$ cat config.mk
export PLATFORM = sky130hd
export DESIGN_NAME = pipe_stage_reg
export DESIGN_NICKNAME = d
export VERILOG_FILES = /design/src/rtl/pipe_stage_reg.sv
export SDC_FILE = /design/constraint.sdc
export NUM_CORES = 1
export LEC_CHECK = 0
export BUFFER_PORTS_ARGS = -buffer_cell sky130_fd_sc_hd__buf_2
export CAP_MARGIN = 20
export CELL_PAD_IN_SITES_DETAIL_PLACEMENT = 1
export CELL_PAD_IN_SITES_GLOBAL_PLACEMENT = 2
export CORE_MARGIN = 3
export CORE_UTILIZATION = 36
export CTS_BUF_LIST = sky130_fd_sc_hd__clkbuf_2 sky130_fd_sc_hd__clkbuf_4 sky130_fd_sc_hd__clkbuf_8
export DETAILED_ROUTE_END_ITERATION = 7
export GPL_TIMING_DRIVEN = 0
export HOLD_SLACK_MARGIN = 0.08
export MAX_ROUTING_LAYER = met4
export PLACE_DENSITY_LB_ADDON = 0.1
export SETUP_SLACK_MARGIN = 0.02
export SLEW_MARGIN = 15
export SYNTH_ARGS = -nofsm -noshare
export SYNTH_HDL_FRONTEND = slang
export SYNTH_SLANG_ARGS = --single-unit
$ cat constraint.sdc
create_clock -name clk -period 2.92 [get_ports clk]
set_clock_uncertainty 0.1 [all_clocks]
set_input_delay 0.292 -clock clk [delete_from_list [all_inputs] [get_ports clk]]
set_output_delay 0.292 -clock clk [all_outputs]
set_load 0.01 [all_outputs]
$ cat src/rtl/pipe_stage_reg.sv
// pipe_stage_reg: valid/ready pipeline stage register with a two-entry skid
// buffer, synchronous flush to a bubble payload and a saturating counter of
// entries discarded by flushes. All outputs come straight from flops, so
// in_ready_o has no combinational path from out_ready_i.
module pipe_stage_reg #(
    parameter int unsigned       WIDTH     = 32,
    parameter logic [WIDTH-1:0]  RESET_VAL = {WIDTH{1'b0}},
    parameter logic [31:0]       FLUSH_VAL = 32'h0000_0013,
    parameter int unsigned       CNT_W     = 8
) (
    input  logic             clk,
    input  logic             rst,
    input  logic             in_valid_i,
    output logic             in_ready_o,
    input  logic [WIDTH-1:0] in_data_i,
    output logic             out_valid_o,
    input  logic             out_ready_i,
    output logic [WIDTH-1:0] out_data_o,
    input  logic             flush_i,
    output logic [1:0]       occupancy_o,
    output logic [CNT_W-1:0] drop_cnt_o
);

    // Bubble payload resized to the datapath width (zero-extend or truncate).
    localparam logic [WIDTH-1:0] FLUSH_W = WIDTH'(FLUSH_VAL);

    typedef enum logic [1:0] {
        ST_EMPTY = 2'd0,
        ST_ONE   = 2'd1,
        ST_FULL  = 2'd2
    } state_t;

    // Saturating add of a 0..2 increment onto the drop counter; never wraps.
    function automatic logic [CNT_W-1:0] sat_add(
        input logic [CNT_W-1:0] cnt,
        input logic [1:0]       inc
    );
        logic [CNT_W:0] sum;
        sum = {1'b0, cnt} + {{(CNT_W-1){1'b0}}, inc};
        if (sum[CNT_W]) begin
            return {CNT_W{1'b1}};
        end else begin
            return sum[CNT_W-1:0];
        end
    endfunction

    // Occupancy encoding of a state; the three legal states map to 0/1/2.
    function automatic logic [1:0] occ_of(input state_t st);
        case (st)
            ST_EMPTY: return 2'd0;
            ST_ONE:   return 2'd1;
            ST_FULL:  return 2'd2;
            default:  return 2'd0;
        endcase
    endfunction

    state_t           state_q,     state_d;
    logic [WIDTH-1:0] main_q,      main_d;
    logic [WIDTH-1:0] skid_q,      skid_d;
    logic [CNT_W-1:0] drop_cnt_q,  drop_cnt_d;
    logic             in_ready_q;
    logic             out_valid_q;
    logic [1:0]       occupancy_q;

    logic             push_s;
    logic             pop_s;
    logic [1:0]       drop_inc_s;

    // Handshake qualifiers use only registered flags on our side.
    assign push_s = in_valid_i & in_ready_q;
    assign pop_s  = out_valid_q & out_ready_i;

    // Entries lost by a flush: what we hold, minus what leaves, plus what
    // arrives in the same cycle. Range is 0..2 (no pop when empty, no push
    // when full).
    assign drop_inc_s = occupancy_q + {1'b0, push_s} - {1'b0, pop_s};

    // Next-state and datapath selection; flush overrides every transfer.
    always_comb begin
        state_d    = state_q;
        main_d     = main_q;
        skid_d     = skid_q;
        drop_cnt_d = drop_cnt_q;
        if (flush_i) begin
            state_d    = ST_EMPTY;
            main_d     = FLUSH_W;
            skid_d     = FLUSH_W;
            drop_cnt_d = sat_add(drop_cnt_q, drop_inc_s);
        end else begin
            case (state_q)
                ST_EMPTY: begin
                    if (push_s) begin
                        main_d  = in_data_i;
                        state_d = ST_ONE;
                    end else begin
                        state_d = ST_EMPTY;
                    end
                end
                ST_ONE: begin
                    if (push_s && pop_s) begin
                        main_d  = in_data_i;
                        state_d = ST_ONE;
                    end else if (push_s) begin
                        skid_d  = in_data_i;
                        state_d = ST_FULL;
                    end else if (pop_s) begin
                        main_d  = FLUSH_W;
                        state_d = ST_EMPTY;
                    end else begin
                        state_d = ST_ONE;
                    end
                end
                ST_FULL: begin
                    // in_ready is low here, so only a pop can happen.
                    if (pop_s) begin
                        main_d  = skid_q;
                        skid_d  = FLUSH_W;
                        state_d = ST_ONE;
                    end else begin
                        state_d = ST_FULL;
                    end
                end
                default: begin
                    // Unreachable encoding: recover to a clean bubble.
                    main_d  = FLUSH_W;
                    skid_d  = FLUSH_W;
                    state_d = ST_EMPTY;
                end
            endcase
        end
    end

    // State, payload, counter and registered status flags.
    always_ff @(posedge clk or posedge rst) begin
        if (rst) begin
            state_q     <= ST_EMPTY;
            main_q      <= RESET_VAL;
            skid_q      <= RESET_VAL;
            drop_cnt_q  <= {CNT_W{1'b0}};
            in_ready_q  <= 1'b1;
            out_valid_q <= 1'b0;
            occupancy_q <= 2'd0;
        end else begin
            state_q     <= state_d;
            main_q      <= main_d;
            skid_q      <= skid_d;
            drop_cnt_q  <= drop_cnt_d;
            in_ready_q  <= (state_d != ST_FULL);
            out_valid_q <= (state_d != ST_EMPTY);
            occupancy_q <= occ_of(state_d);
        end
    end

    assign in_ready_o  = in_ready_q;
    assign out_valid_o = out_valid_q;
    assign out_data_o  = main_q;
    assign occupancy_o = occupancy_q;
    assign drop_cnt_o  = drop_cnt_q;

endmodule
# Yosys cells after proc, flatten, opt, wreduce, memory -nomap -nowiden
# Cells that the tools add are included.
dict set report totals {
  word_cells 48
  latch_bits 0
  mem_bits_ro 0
  register_bits 78
  out_inout_bits 44
  ramBits 0
  n_memories 0
  inputBits 37
}
dict set report classes {
  div_mod_pow 0
  n_reduce_logical 5
  n_eq_ne 12
  n_bitwise 2
  add_sub_neg 3
  mul 0
  shift 0
  order_cmp 0
  n_mux 19
}
# cell n
set op_table {}
lappend op_table {{$mux 32} 8}
lappend op_table {{$pmux 32 s3} 2}
lappend op_table {{$ne 3x3->1 const B} 4}
lappend op_table {{$add 8x2->9} 1}
lappend op_table {{$mux 2} 4}
lappend op_table {{$mux 8} 1}
lappend op_table {{$ne 4x4->1 const B} 2}
lappend op_table {{$reduce_and 4->1} 2}
lappend op_table {{$pmux 2 s3} 1}
lappend op_table {{$eq 2x1->1 const B} 2}
lappend op_table {{$eq 2x2->1 const B} 2}
lappend op_table {{$ne 2x2->1 const B} 2}
lappend op_table {{$pmux 2 s2} 1}
lappend op_table {{$add 2x1->2} 1}
lappend op_table {{$and 1x1->1} 2}
lappend op_table {{$logic_not 2->1} 1}
lappend op_table {{$mux 1} 2}
lappend op_table {{$reduce_bool 2->1} 1}
lappend op_table {{$sub 2x1->2} 1}
lappend op_table {{$logic_and 1x1->1} 1}

# Depth between registers and ports, before layout
dict set report depth {
  ltp_word 8
  depth_mapped 11
  mapped_depth_nobuf 11
}

# Worst setup path before layout
# OpenSTA, ideal clock, no wires.
dict set report synth_timing {
  path_type {reg-to-reg}
  start {register in_ready_q, in the netlist in_ready_o}
  end {register drop_cnt_q[5], in the netlist drop_cnt_o[5]}
  setup_time_ns 0.125
  arrival_time_ns 2.409
  path_buffers 0
  required_ns 2.695
  stages_incl_launch_ff 12
  period_less_slack_ns 2.634
  setup_slack_ns 0.286
  cell_sequence {dfstp_2 -> nand2_1 -> ha_1 -> inv_1 -> ha_1 -> xnor2_1 -> xnor2_1 -> ha_1 -> a21oi_1 -> nor2_1 -> and3_1 -> mux2_2}
}
dict set report synth_between {
  elab_chain_cells 5
}
# item line_no
set synth_rtl {}
lappend synth_rtl {{from (decl)} 61} ;# logic in_ready_q;
lappend synth_rtl {{from (signal assigned)} 148} ;# in_ready_q <= (state_d != ST_FULL);
lappend synth_rtl {{$and 1x1->1} 70} ;# assign push_s = in_valid_i & in_ready_q;
lappend synth_rtl {{$add 2x1->2} 76} ;# assign drop_inc_s = occupancy_q + {1'b0, push_s} - {1'b0, pop_s};
lappend synth_rtl {{$sub 2x1->2} 76}
lappend synth_rtl {{$add 8x2->9} 39} ;# sum = {1'b0, cnt} + {{(CNT_W-1){1'b0}}, inc};
lappend synth_rtl {{$mux 8} 40} ;# if (sum[CNT_W]) begin
lappend synth_rtl {{to (signal assigned)} 139} ;# drop_cnt_q <= {CNT_W{1'b0}};
lappend synth_rtl {{to (signal assigned)} 147} ;# drop_cnt_q <= drop_cnt_d;
lappend synth_rtl {{to (decl)} 60} ;# logic [CNT_W-1:0] drop_cnt_q, drop_cnt_d;
# No other way between the ends.
# A chain may end at the register's enable or synchronous reset.

# Worst setup path in the final report
# Same ends and word-level chain as after synthesis.

==> reports/metrics.csv <==
stage;metric;value;unit
outcome;status;completed;
timing;Worst Hold Slack;0.0930;ns
grt;antenna violations before repair;0;
drt;Starting DRT DRC Count;86;
synth;Distinct cells, synth;36;
timing;f_max;0.357;GHz
worst_setup_path;crit path cell chain;nand2_1 -> ha_1 -> inv_1 -> ha_1 -> xnor2_2 -> xnor2_2 -> ha_1 -> a21oi_1 -> nor2_2 -> and3_1 -> mux2_2;
drt;routed length per instance;17.8;µm
drt;Residual DRC;0;
power_and_ir_drop;VDD IR max;0.207;mV
synth;Synth Cell Area;0.00387;mm²
final_layout;Finished Core Util;0.456;
clock_tree;clock buffer count from CTS;9;
synth;most instantiated cells after synthesis;dfrtp_1 (77), nand2_1 (74), nor2_1 (36), o21ai_0 (34), mux2_4 (30);
worst_setup_path;CP Capture Type;flip-flop;
synth;post-synthesis sequential area ratio;0.504;
drt;drt pass-1 iters;4;
power_and_ir_drop;PD cells;626;mW/mm²
worst_setup_path;CP Data Arrival Time;2.94;ns
synth;Post-synth EDFFs;0;
drt;Post-Route WL;10.8;mm
clock_tree;H-tree levels;3;
power_and_ir_drop;Int Pwr;2.01;mW
clock_tree;Clock Tree Root;clkbuf_8;
worst_setup_path;crit path max-delay cell type;dfstp_2;
timing;Worst slew margin;0.615;
die;Die ar.;0.0120;mm²
grt;global route total overflow;0;
worst_setup_path;Req. time, crit path;3.05;ns
final_layout;Area growth syn-to-layout;22.1;%
worst_setup_path;worst-path fanout max;3;
worst_hold_path;Tightest Hold Check Type;primary input to flip-flop;
drt;Final ANT Viol Nets;0;
clock_tree;clk sinks;78;
grt;maximum number of pins on one net before global-route repair;45;
drt;vias;3150;
die;core box area;0.0104;mm²
placed_design;pre-CTS WS;0.0485;ns
worst_setup_path;crit-path max cell delay;0.56;ns
synth;top cell type's share of synthesized area;0.498;
final_layout;Nets;513;
final_layout;Inserted Diodes;0;
synth;Synth async-reset ratio;1.00;
timing;min cycle time layout;2.80;ns
final_layout;ratio of cells with drive above 1 in the final layout;0.326;
timing;Setup TNS;0;ns
placed_design;# port buffers;80;
clock_tree;Worst-path clk slew;0.08;ns
placed_design;GP Congestion;0.772;
flow_run;max-cap viol count;0;
timing;Worst Tran Pin Value;0.577;ns
synth;Top FF cell, synth;dfrtp_1;
grt;vias in the first global route;3376;
timing;worst setup margin;0.117;ns
synth;Syn Inst Count;372;
power_and_ir_drop;LEAKAGE;2.30;nW
synth;leading cell type by number of instances after synthesis;dfrtp_1;
worst_setup_path;crit path launch type;flip-flop;
timing;Max Slew Vio Count;0;
placed_design;hpwl dp;7.43;mm
clock_tree;Longest Clk Path Bufs;2;
power_and_ir_drop;switching part of the total;0.320;
power_and_ir_drop;Logic pwr share;0.275;
die;chip height;110;µm
synth;cell taking the most area after synthesis;dfrtp_1;
worst_setup_path;WS Path Type;flip-flop to flip-flop;
synth;synth top area cells;dfrtp_1 (50%), mux2_4 (12%), nand2_1 (7.2%), a32oi_1 (6.6%), o21ai_0 (4.4%);
power_and_ir_drop;Clk pwr share;0.273;
timing;RSZ-0062 raised after global routing;yes;
synth;Syn Nets;416;
timing;Hold Fails Final Rpt;0;
grt;first-pass GRT wire length;17.4;mm
synth;Synth Register Bits;78;
timing;share of the clock period used by the worst path;0.960;
timing;final setup vio count;0;
clock_tree;CTS tree;done;
die;Cell Rows;37;
die;Initial Util;0.373;
power_and_ir_drop;switching pwr;0.946;mW
clock_tree;clk_lat worst skew;0.35;ns
drt;Vias/cell;5.17;
synth;Syn Area/Cell;10.4;µm²
die;IO Pins;81;
worst_setup_path;critical path's most frequent cell;ha_1;
synth;synth warn;0;
grt;Total GRT Usage;0.194;
die;die width;110;µm
power_and_ir_drop;Flop pwr share;0.452;
## worst paths after layout
kind,startpoint,to,slack [ns],cells after the start
worst max-delay path,in_ready_o,drop_cnt_o[5],0.12,11
worst min-delay path,in_data_i[16],skid_q[16],0.09,3
worst max register to register,in_ready_o,drop_cnt_o[5],0.12,11
worst min register to register,skid_q[6],skid_q[6],0.38,2
max in group asynchronous,rst,skid_q[5],1.71,4
min in group asynchronous,rst,drop_cnt_o[7],0.42,3
## flip-flops by register name, summed over array words and instances (netlist names)
| signal | count |
|---|---|
| in_ready_o | 1 |
| out_valid_o | 1 |
| drop_cnt_o | 8 |
| out_data_o | 32 |
| state_q | 2 |
| skid_q | 32 |
| occupancy_o | 2 |
## critical path: cells and delay by family, from the launching register on
family	cells	cell delay [ns]
XOR/XNOR	2	0.32
AND/OR/NAND/NOR	3	0.45
flip-flops	1	0.56
buffers and inverters	1	0.05
AO/OA/AOI/OAI	1	0.07
multiplexers	1	0.34
adder cells (fa/ha/maj)	3	0.80
## metrics by stage
stage	instance area (µm²)	power, mW	instances
floorplan	3870	1.86	372
global placement	4440	2.14	588
detailed placement	4470	2.17	589
CTS	4690	2.99	607
global route	4730	3.16	609
finish	4730	2.96	609
## metal layers
layer,vias to the layer above,global-route usage,share of wire
met3,9,0.0264,0.031
met5,-,-,0
met4,0,0.0614,0.012
li1,1494,-,-
met2,52,0.308,0.47
met1,1595,0.258,0.49
## power by group through the flow
stage | registers, mW | logic, mW | clock network, mW
after floorplan | 1.40 | 0.469 | 0
after global placement | 1.35 | 0.786 | 0
after detailed placement | 1.36 | 0.809 | 0
after CTS | 1.34 | 0.816 | 0.838
after global routing | 1.36 | 0.909 | 0.884
final | 1.34 | 0.813 | 0.808
## cell families after synthesis
family,share of synthesized area
buffers and inverters,0.0456
DFF,0.504
AOI/OAI and AO/OA,0.140
adders and majority gates,0.0246
muxes,0.133
xor gates and xnor gates,0.00679
and+or+nand+nor,0.146
## area by class of cell
cell class	instances	area, µm²
clock buffers	11	139
well taps	136	170
inverters	7	28.8
clock inverters	4	48.8
repair buffers	87	480
fillers	1180	5640
flip-flops and latches	78	1950
multi-input cells	258	1760
plain buffers	28	146
## placed cells by master, fill, tap and decap left out, types with 3 or more instances in the layout
master and n:
a21oi_1 8, a32oi_1 29, and3_1 6, buf_2 86
buf_4 4, buf_6 4, clkbuf_1 16, clkbuf_8 9
dfrtp_1 77, dlygate4sd3_1 3, ha_1 6, inv_1 6
mux2_2 4, mux2_4 30, nand2_1 74, nand3_1 4
nor2_1 35, nor2b_1 3, o21ai_0 34, o32ai_1 3
## timing repair
item,CTS,global route
hold buffers,3,0
gates resized for setup,0,3
endpoints found under the setup margin,0,7
endpoints found under the hold margin,35,0
buffers inserted,0,3
Power figures use the tool's default switching activity.
